File: config.mk
export PLATFORM = sky130hd
export DESIGN_NAME = wb_master_port
export DESIGN_NICKNAME = d
export VERILOG_FILES = /design/src/rtl/wb_master_port.sv
export SDC_FILE = /design/constraint.sdc
export NUM_CORES = 1
export LEC_CHECK = 0
export ABC_AREA = 1
export CAP_MARGIN = 20
export CORE_UTILIZATION = 43
export CTS_CLUSTER_SIZE = 12
export DETAILED_ROUTE_END_ITERATION = 6
export GPL_TIMING_DRIVEN = 0
export MAX_ROUTING_LAYER = met4
export PLACE_DENSITY = 0.92
export SYNTH_ARGS = -nofsm -noshare
export SYNTH_HDL_FRONTEND = slang
export SYNTH_SLANG_ARGS = --single-unit
File: constraint.sdc
create_clock -name clk_i -period 2.4 [get_ports clk_i]
set_input_delay 0.36 -clock clk_i [delete_from_list [all_inputs] [get_ports clk_i]]
set_output_delay 0.36 -clock clk_i [all_outputs]
set_load 0.05 [all_outputs]
File: src/rtl/wb_master_port.sv
// Wishbone classic-cycle initiator: turns single-beat core requests into bus cycles,
// with bounded retry on rty and a watchdog that aborts a cycle nobody terminates.
module wb_master_port #(
    parameter int ADDR_WIDTH = 32,
    parameter int DATA_WIDTH = 32,
    parameter int SEL_WIDTH  = 4,
    parameter int TGA_WIDTH  = 1,
    parameter int TGC_WIDTH  = 1,
    parameter int TGDO_WIDTH = 1,
    parameter int TGDI_WIDTH = 1,
    parameter int MAX_RETRY  = 3,
    parameter int RETRY_GAP  = 2,
    parameter int TIMEOUT    = 255
) (
    input  logic                  clk_i,
    input  logic                  rst_i,
    input  logic                  req_valid_i,
    output logic                  req_ready_o,
    input  logic                  req_we_i,
    input  logic [ADDR_WIDTH-1:0] req_adr_i,
    input  logic [DATA_WIDTH-1:0] req_dat_i,
    input  logic [SEL_WIDTH-1:0]  req_sel_i,
    input  logic                  req_lock_i,
    input  logic [TGA_WIDTH-1:0]  req_tga_i,
    input  logic [TGC_WIDTH-1:0]  req_tgc_i,
    input  logic [TGDO_WIDTH-1:0] req_tgd_i,
    output logic                  resp_valid_o,
    output logic [DATA_WIDTH-1:0] resp_dat_o,
    output logic [TGDI_WIDTH-1:0] resp_tgd_o,
    output logic                  resp_err_o,
    output logic [1:0]            resp_code_o,
    output logic [ADDR_WIDTH-1:0] adr_o,
    output logic [DATA_WIDTH-1:0] dat_o,
    input  logic [DATA_WIDTH-1:0] dat_i,
    output logic                  we_o,
    output logic [SEL_WIDTH-1:0]  sel_o,
    output logic                  cyc_o,
    output logic                  stb_o,
    output logic                  lock_o,
    input  logic                  ack_i,
    input  logic                  err_i,
    input  logic                  rty_i,
    output logic [TGA_WIDTH-1:0]  tga_o,
    output logic [TGC_WIDTH-1:0]  tgc_o,
    output logic [TGDO_WIDTH-1:0] tgd_o,
    input  logic [TGDI_WIDTH-1:0] tgd_i
);

    localparam int RW = $clog2(MAX_RETRY + 2);
    localparam int TW = $clog2(TIMEOUT + 1);
    localparam int GW = $clog2(RETRY_GAP + 1);
    localparam logic [RW-1:0] RETRY_MAX_C = RW'(MAX_RETRY);
    localparam logic [TW-1:0] TMO_LAST_C  = TW'(TIMEOUT - 1);
    localparam logic [GW-1:0] GAP_LAST_C  = GW'(RETRY_GAP - 1);

    typedef enum logic [1:0] {ST_IDLE, ST_BUS, ST_GAP, ST_RESP} state_e;

    state_e                  state_q, state_d;
    logic                    req_ready_q, req_ready_d;
    logic                    cyc_q, cyc_d;
    logic                    stb_q, stb_d;
    logic                    lock_q, lock_d;
    logic                    lock_req_q, lock_req_d;
    logic                    we_q, we_d;
    logic [ADDR_WIDTH-1:0]   adr_q, adr_d;
    logic [DATA_WIDTH-1:0]   dat_q, dat_d;
    logic [SEL_WIDTH-1:0]    sel_q, sel_d;
    logic [TGA_WIDTH-1:0]    tga_q, tga_d;
    logic [TGC_WIDTH-1:0]    tgc_q, tgc_d;
    logic [TGDO_WIDTH-1:0]   tgd_q, tgd_d;
    logic                    resp_valid_q, resp_valid_d;
    logic [DATA_WIDTH-1:0]   resp_dat_q, resp_dat_d;
    logic [TGDI_WIDTH-1:0]   resp_tgd_q, resp_tgd_d;
    logic                    resp_err_q, resp_err_d;
    logic [1:0]              resp_code_q, resp_code_d;
    logic [RW-1:0]           retry_q, retry_d;
    logic [TW-1:0]           tmo_q, tmo_d;
    logic [GW-1:0]           gap_q, gap_d;
    logic                    done_s;
    logic [1:0]              code_s;

    // Next-state and next-output computation for the transaction sequencer.
    always_comb begin
        state_d      = state_q;
        req_ready_d  = req_ready_q;
        cyc_d        = cyc_q;
        stb_d        = stb_q;
        lock_d       = lock_q;
        lock_req_d   = lock_req_q;
        we_d         = we_q;
        adr_d        = adr_q;
        dat_d        = dat_q;
        sel_d        = sel_q;
        tga_d        = tga_q;
        tgc_d        = tgc_q;
        tgd_d        = tgd_q;
        resp_valid_d = 1'b0;
        resp_dat_d   = resp_dat_q;
        resp_tgd_d   = resp_tgd_q;
        resp_err_d   = resp_err_q;
        resp_code_d  = resp_code_q;
        retry_d      = retry_q;
        tmo_d        = tmo_q;
        gap_d        = gap_q;
        done_s       = 1'b0;
        code_s       = 2'b00;

        case (state_q)
            ST_IDLE: begin
                req_ready_d = 1'b1;
                if (req_valid_i && req_ready_q) begin
                    state_d     = ST_BUS;
                    req_ready_d = 1'b0;
                    cyc_d       = 1'b1;
                    stb_d       = 1'b1;
                    lock_d      = req_lock_i;
                    lock_req_d  = req_lock_i;
                    we_d        = req_we_i;
                    adr_d       = req_adr_i;
                    dat_d       = req_dat_i;
                    sel_d       = req_sel_i;
                    tga_d       = req_tga_i;
                    tgc_d       = req_tgc_i;
                    tgd_d       = req_tgd_i;
                    tmo_d       = {TW{1'b0}};
                end else begin
                    state_d = ST_IDLE;
                end
            end
            ST_BUS: begin
                // err outranks rty, which outranks ack, when several arrive together
                if (err_i) begin
                    done_s = 1'b1;
                    code_s = 2'b01;
                end else if (rty_i) begin
                    if (retry_q < RETRY_MAX_C) begin
                        retry_d = retry_q + RW'(1);
                        gap_d   = {GW{1'b0}};
                        state_d = ST_GAP;
                        cyc_d   = 1'b0;
                        stb_d   = 1'b0;
                        lock_d  = 1'b0;
                    end else begin
                        done_s = 1'b1;
                        code_s = 2'b10;
                    end
                end else if (ack_i) begin
                    done_s = 1'b1;
                    code_s = 2'b00;
                    if (!we_q) begin
                        resp_dat_d = dat_i;
                        resp_tgd_d = tgd_i;
                    end else begin
                        resp_dat_d = resp_dat_q;
                        resp_tgd_d = resp_tgd_q;
                    end
                end else if (tmo_q == TMO_LAST_C) begin
                    done_s = 1'b1;
                    code_s = 2'b11;
                end else begin
                    tmo_d = tmo_q + TW'(1);
                end
            end
            ST_GAP: begin
                if (gap_q == GAP_LAST_C) begin
                    state_d = ST_BUS;
                    cyc_d   = 1'b1;
                    stb_d   = 1'b1;
                    lock_d  = lock_req_q;
                    tmo_d   = {TW{1'b0}};
                end else begin
                    gap_d = gap_q + GW'(1);
                end
            end
            ST_RESP: begin
                state_d     = ST_IDLE;
                retry_d     = {RW{1'b0}};
                req_ready_d = 1'b1;
            end
            default: begin
                state_d     = ST_IDLE;
                req_ready_d = 1'b1;
                cyc_d       = 1'b0;
                stb_d       = 1'b0;
                lock_d      = 1'b0;
                retry_d     = {RW{1'b0}};
            end
        endcase

        if (done_s) begin
            state_d      = ST_RESP;
            cyc_d        = 1'b0;
            stb_d        = 1'b0;
            lock_d       = 1'b0;
            resp_valid_d = 1'b1;
            resp_code_d  = code_s;
            resp_err_d   = (code_s != 2'b00);
        end else begin
            resp_valid_d = 1'b0;
        end
    end

    // State and registered-output flops; reset also kills any cycle in flight.
    always_ff @(posedge clk_i or negedge rst_i) begin
        if (!rst_i) begin
            state_q      <= ST_IDLE;
            req_ready_q  <= 1'b1;
            cyc_q        <= 1'b0;
            stb_q        <= 1'b0;
            lock_q       <= 1'b0;
            lock_req_q   <= 1'b0;
            we_q         <= 1'b0;
            adr_q        <= {ADDR_WIDTH{1'b0}};
            dat_q        <= {DATA_WIDTH{1'b0}};
            sel_q        <= {SEL_WIDTH{1'b0}};
            tga_q        <= {TGA_WIDTH{1'b0}};
            tgc_q        <= {TGC_WIDTH{1'b0}};
            tgd_q        <= {TGDO_WIDTH{1'b0}};
            resp_valid_q <= 1'b0;
            resp_dat_q   <= {DATA_WIDTH{1'b0}};
            resp_tgd_q   <= {TGDI_WIDTH{1'b0}};
            resp_err_q   <= 1'b0;
            resp_code_q  <= 2'b00;
            retry_q      <= {RW{1'b0}};
            tmo_q        <= {TW{1'b0}};
            gap_q        <= {GW{1'b0}};
        end else begin
            state_q      <= state_d;
            req_ready_q  <= req_ready_d;
            cyc_q        <= cyc_d;
            stb_q        <= stb_d;
            lock_q       <= lock_d;
            lock_req_q   <= lock_req_d;
            we_q         <= we_d;
            adr_q        <= adr_d;
            dat_q        <= dat_d;
            sel_q        <= sel_d;
            tga_q        <= tga_d;
            tgc_q        <= tgc_d;
            tgd_q        <= tgd_d;
            resp_valid_q <= resp_valid_d;
            resp_dat_q   <= resp_dat_d;
            resp_tgd_q   <= resp_tgd_d;
            resp_err_q   <= resp_err_d;
            resp_code_q  <= resp_code_d;
            retry_q      <= retry_d;
            tmo_q        <= tmo_d;
            gap_q        <= gap_d;
        end
    end

    assign req_ready_o  = req_ready_q;
    assign cyc_o        = cyc_q;
    assign stb_o        = stb_q;
    assign lock_o       = lock_q;
    assign we_o         = we_q;
    assign adr_o        = adr_q;
    assign dat_o        = dat_q;
    assign sel_o        = sel_q;
    assign tga_o        = tga_q;
    assign tgc_o        = tgc_q;
    assign tgd_o        = tgd_q;
    assign resp_valid_o = resp_valid_q;
    assign resp_dat_o   = resp_dat_q;
    assign resp_tgd_o   = resp_tgd_q;
    assign resp_err_o   = resp_err_q;
    assign resp_code_o  = resp_code_q;

endmodule

## After elaboration in Yosys (flattened, before gate mapping)

Cells that the tools add are included.

| storage, ports and cells | value |
|---|---|
| bits in registers | 128 |
| bits of input ports | 112 |

| cells by class | value |
|---|---|
| add/sub/neg operators | 3 |
| $lt $le $gt $ge | 1 |
| eq/ne operators | 19 |
| mux-type cells | 49 |
| bitwise logic cells | 3 |
| reduce and logical (&&, ||, !) cells | 15 |

Operators by type and width:

| kind | count |
|---|---|
| 8-bit two-way mux | 6 |
| 2-bit two-way mux | 15 |
| 8-bit case mux with 3 select lines | 1 |
| 1-bit two-way mux | 18 |
| 2-bit != test (second input constant) | 9 |
| 3-bit != test (second input constant) | 5 |
| 5-bit AND reduction | 2 |
| 3-bit two-way mux | 3 |
| 8-bit by 1-bit adder with 8-bit output (second input constant) | 1 |
| 8-bit == test (second input constant) | 1 |
| 2-bit case mux with 4 select lines | 1 |
| 4-bit AND reduction | 2 |
| 2-bit nonzero test | 4 |
| 7-bit AND reduction | 1 |
| 1-bit case mux with 3 select lines | 2 |
| 3-bit case mux with 2 select lines | 1 |
| 6-bit AND reduction | 1 |
| 2-bit by 1-bit == test with 1-bit output (second input constant) | 2 |
| 2-bit == test (second input constant) | 2 |
| 2-bit case mux with 2 select lines | 1 |
| 4-bit nonzero test | 1 |
| 3-bit by 1-bit adder with 3-bit output (second input constant) | 1 |
| 3-bit by 2-bit < comparator with 1-bit output (second input constant) | 1 |
| 1-bit NOT | 3 |
| other kinds (6) | 6 |

## Logic depth before layout (Yosys ltp)

| depth | value |
|---|---|
| depth in word-level cells | 8 |
| mapped depth | 13 |

## Worst setup path after synthesis

Ideal clock, no wire load.

| path | value |
|---|---|
| kind | reg-to-reg |
| from | reg state_q[1] |
| to | reg resp_dat_q[24] (netlist: resp_dat_o[24]) |
| arrival | 1.640 ns |
| data required time | 2.280 ns |
| slack | 0.640 ns |
| stages on the path, launching flop included | 9 |
| path buffers | 2 |
| cell sequence | dfrtp_1 inv_1 ha_1 nand2_1 or4_4 buf_6 buf_6 nand2_1 o21ai_2 |

| between the ends | value |
|---|---|
| word-level cells in the longest chain between the ends | 2 |

RTL lines:

| element | line | text |
|---|---|---|
| start: declaration | 58 | `state_e state_q, state_d;` |
| start signal: assignment | 228 | `state_q <= state_d;` |
| 2-bit by 1-bit == test with 1-bit output | 108 | `case (state_q)` |
| 5-bit AND reduction (no line) | -- |  |
| end signal: assignment | 220 | `resp_dat_q <= {DATA_WIDTH{1'b0}};` |
| end signal: assignment | 242 | `resp_dat_q <= resp_dat_d;` |
| end: declaration | 72 | `logic [DATA_WIDTH-1:0] resp_dat_q, resp_dat_d;` |

Every way passes these cells.
A chain may end at the register's enable or synchronous reset.

## Worst setup path in the final report

| path | value |
|---|---|
| from | reg req_ready_q (netlist: req_ready_o) |
| to | out req_ready_o |

RTL lines:

| element | line | text |
|---|---|---|
| start: declaration | 59 | `logic req_ready_q, req_ready_d;` |
| start signal: assignment | 229 | `req_ready_q <= req_ready_d;` |
| end: declaration | 18 | `output logic req_ready_o,` |

No word-level cell between the ends.

==> metrics.cfg <==
[synthesis]
post-synth-top-count-cell=dfrtp_1
ys_warn_count=0
synth_common_cells=dfrtp_1 (127), nand2_1 (78), mux2_2 (72), inv_1 (55), o21ai_1 (17)
avgSynthCellArea_um2=11.8
ys_ff_latch=128
synth.area.top_cells=dfrtp_1 (59%), mux2_2 (15%), nand2_1 (5.5%), inv_1 (3.9%), ha_1 (2.6%)
synth_cells=454
synth_top_area_share=0.595
ys_async_sr_fraction=1.00
synth_edf_count=0
synth_top_cell_by_area=dfrtp_1
postSynthNetCount=577
synth_cell_type_count=28
synth_area_mm2=0.00534
synth_ff_type=dfrtp_1
ys_seq_area_frac=0.600

[global_routing]
grt_pass1_wl_um=22200
grt-ovfl-total=0
first_global_vias=4547
track_usage=0.233
grt_start_max_net_pins=67
antenna_found_initial=0

[timing]
setup_viol=0
slew_headroom=0.608
drv_slew=0
hold_viol_final=0
finClkSkew_ns=0.00825
post-route-min-period_ns=2.12
whs_ns=0.477
fmax_ghz=0.471
worst_pin_slew_ns=0.588
rsz0062_at_grt=false
post-route-period-util=0.885

[clock_tree]
cts_buffers=17
post_cts_buffers=0
cts_tree=done
cts_max_level=4
ctsHoldBuffers=1
clock_path_buffers=2
cts_root_buffer=clkbuf_16
clk_pin_slew_ns=0.05
clk_latency_ns=0.41
clock-sinks=128
cts_resized=0

[worst_setup_path]
critPathMaxFanout=3
path_class=reg2out
crit_arrival_ns=1.76
crit_buf_inv=1
cp_slowest_cell=clkdlybuf4s50_1
path_cells=clkdlybuf4s50_1
slowest_delay_ns=0.81
critPathTopFamily=buffers and inverters
endpoint_kind=primary output
worstPathRequired_ns=2.04
start_kind=register

[power_and_ir_drop]
ir_worst_vdd_mv=1.12
pwr_density_cell_mw_per_mm2=1630
p_leak_nw=3.80

[die]
die_h_um=113
start_util=0.443
die_width_um=113
io_pins=225
dieArea_mm2=0.0129
core_mm2=0.0121
num_rows=40

[run]
maxCapViolCount=0

[place]
dp_hpwl_um=10200
gp_congestion=0.793
portBuffers=224
dp_cells=847

[routing]
via_per_inst=4.78
drt_first_pass_iters=4
wl_per_cell_um=15.7
wl_um=13800
routed-via-count=4205
ant_nets=0
drc=0
dr.first_iter.drc_count=213

[finish]
fin_nets=822
stdcell_count=880
utilization=0.694
n_antenna_cell=0
drive_gt1_frac=0.190
areaGrowthSynthToFinish_pct=56.7

[worst_hold_path]
hp-class=reg2reg

[status]
status=finished clean

-- cell type report --
type                    instances  area, um^2
inverters                      56         210
multi-input cells             253        1810
clock inverters                 2        35.0
repair buffers                226        2280
flip-flops and latches        128        3200
plain buffers                  17         118
fillers                       823        3690
clock buffers                  30         504
well taps                     168         210
-- through the flow --
stage                     TNS, ns  worst slack [ns]  power [mW]  area (um^2)
final                           0             0.276        13.6         8370
after global routing            0             0.242        14.3         8370
after CTS                       0             0.262        13.7         8370
after detailed placement        0             0.331        11.3         7830
after global placement    -486.56             -3.82        11.0         7800
after floorplan                 0             0.640        8.66         5340
-- routing by layer --
metal,track usage,share of wire,routed length (um),up-vias
met5,-,0,0,-
met4,0.100,0.023,318,0
met3,0.0643,0.057,794,28
met2,0.413,0.53,7360,159
met1,0.241,0.39,5360,2043
li1,-,-,-,1975
-- cells by family (layout without fill, tap and decap cells) --
kind of cell	after synthesis	after routing	share of synthesized area
compound gates	62	62	0.0742
fa+ha+maj	11	11	0.0258
xor+xnor	4	4	0.00656
buf+inv	73	331	0.0613
flops	128	128	0.600
mux	73	73	0.154
simple gates	103	103	0.0789
-- worst paths after layout --
| check | from | endpoint | slack, ns | cells past startpoint |
|---|---|---|---|---|
| min | resp_code_o[1] | resp_code_o[1] | 0.48 | 2 |
| min reg2reg | resp_code_o[1] | resp_code_o[1] | 0.48 | 2 |
| max | req_ready_o | req_ready_o | 0.28 | 1 |
| min in group asynchronous | rst_i | resp_code_o[1] | 0.50 | 2 |
| max reg2reg | state_q[1] | resp_dat_o[4] | 0.37 | 8 |
| max in group asynchronous | rst_i | req_ready_o | 1.15 | 3 |
-- where the power goes --
| group | switching (mW) | internal, mW |
|---|---|---|
| Combinational | 4.83 | 2.70 |
| Clock | 0.858 | 1.51 |
| Sequential | 0.564 | 3.17 |
| Total | 6.25 | 7.38 |
-- cell usage in the layout, fill, tap and decap left out, types with 2 or more instances in the layout --
master,n
a21oi_1,6
a21oi_2,2
nand2_1,78
o21ai_2,13
clkbuf_8,3
clkbuf_1,11
nand2_2,3
buf_6,6
o31ai_1,5
mux2_2,72
xor2_1,4
dfrtp_1,127
clkdlybuf4s50_1,223
clkbuf_16,17
ha_1,11
o21ai_0,14
o21ai_1,17
nor2_1,8
o22ai_1,3
buf_2,10
nand4_1,2
nand3_1,10
inv_1,55
-- flip-flops by register name, indices dropped and copies added, names as in the netlist --
name and count:
sel_o 4, lock_o 1, resp_code_o 2, tgc_o 1, we_o 1, gap_q 2
state_q 2, stb_o 1, resp_dat_o 32, dat_o 32, lock_req_q 1, resp_err_o 1
resp_valid_o 1, tgd_o 1, adr_o 32, resp_tgd_o 1, req_ready_o 1, retry_q 3
tmo_q 8, tga_o 1
Power figures use the tool's default switching activity.
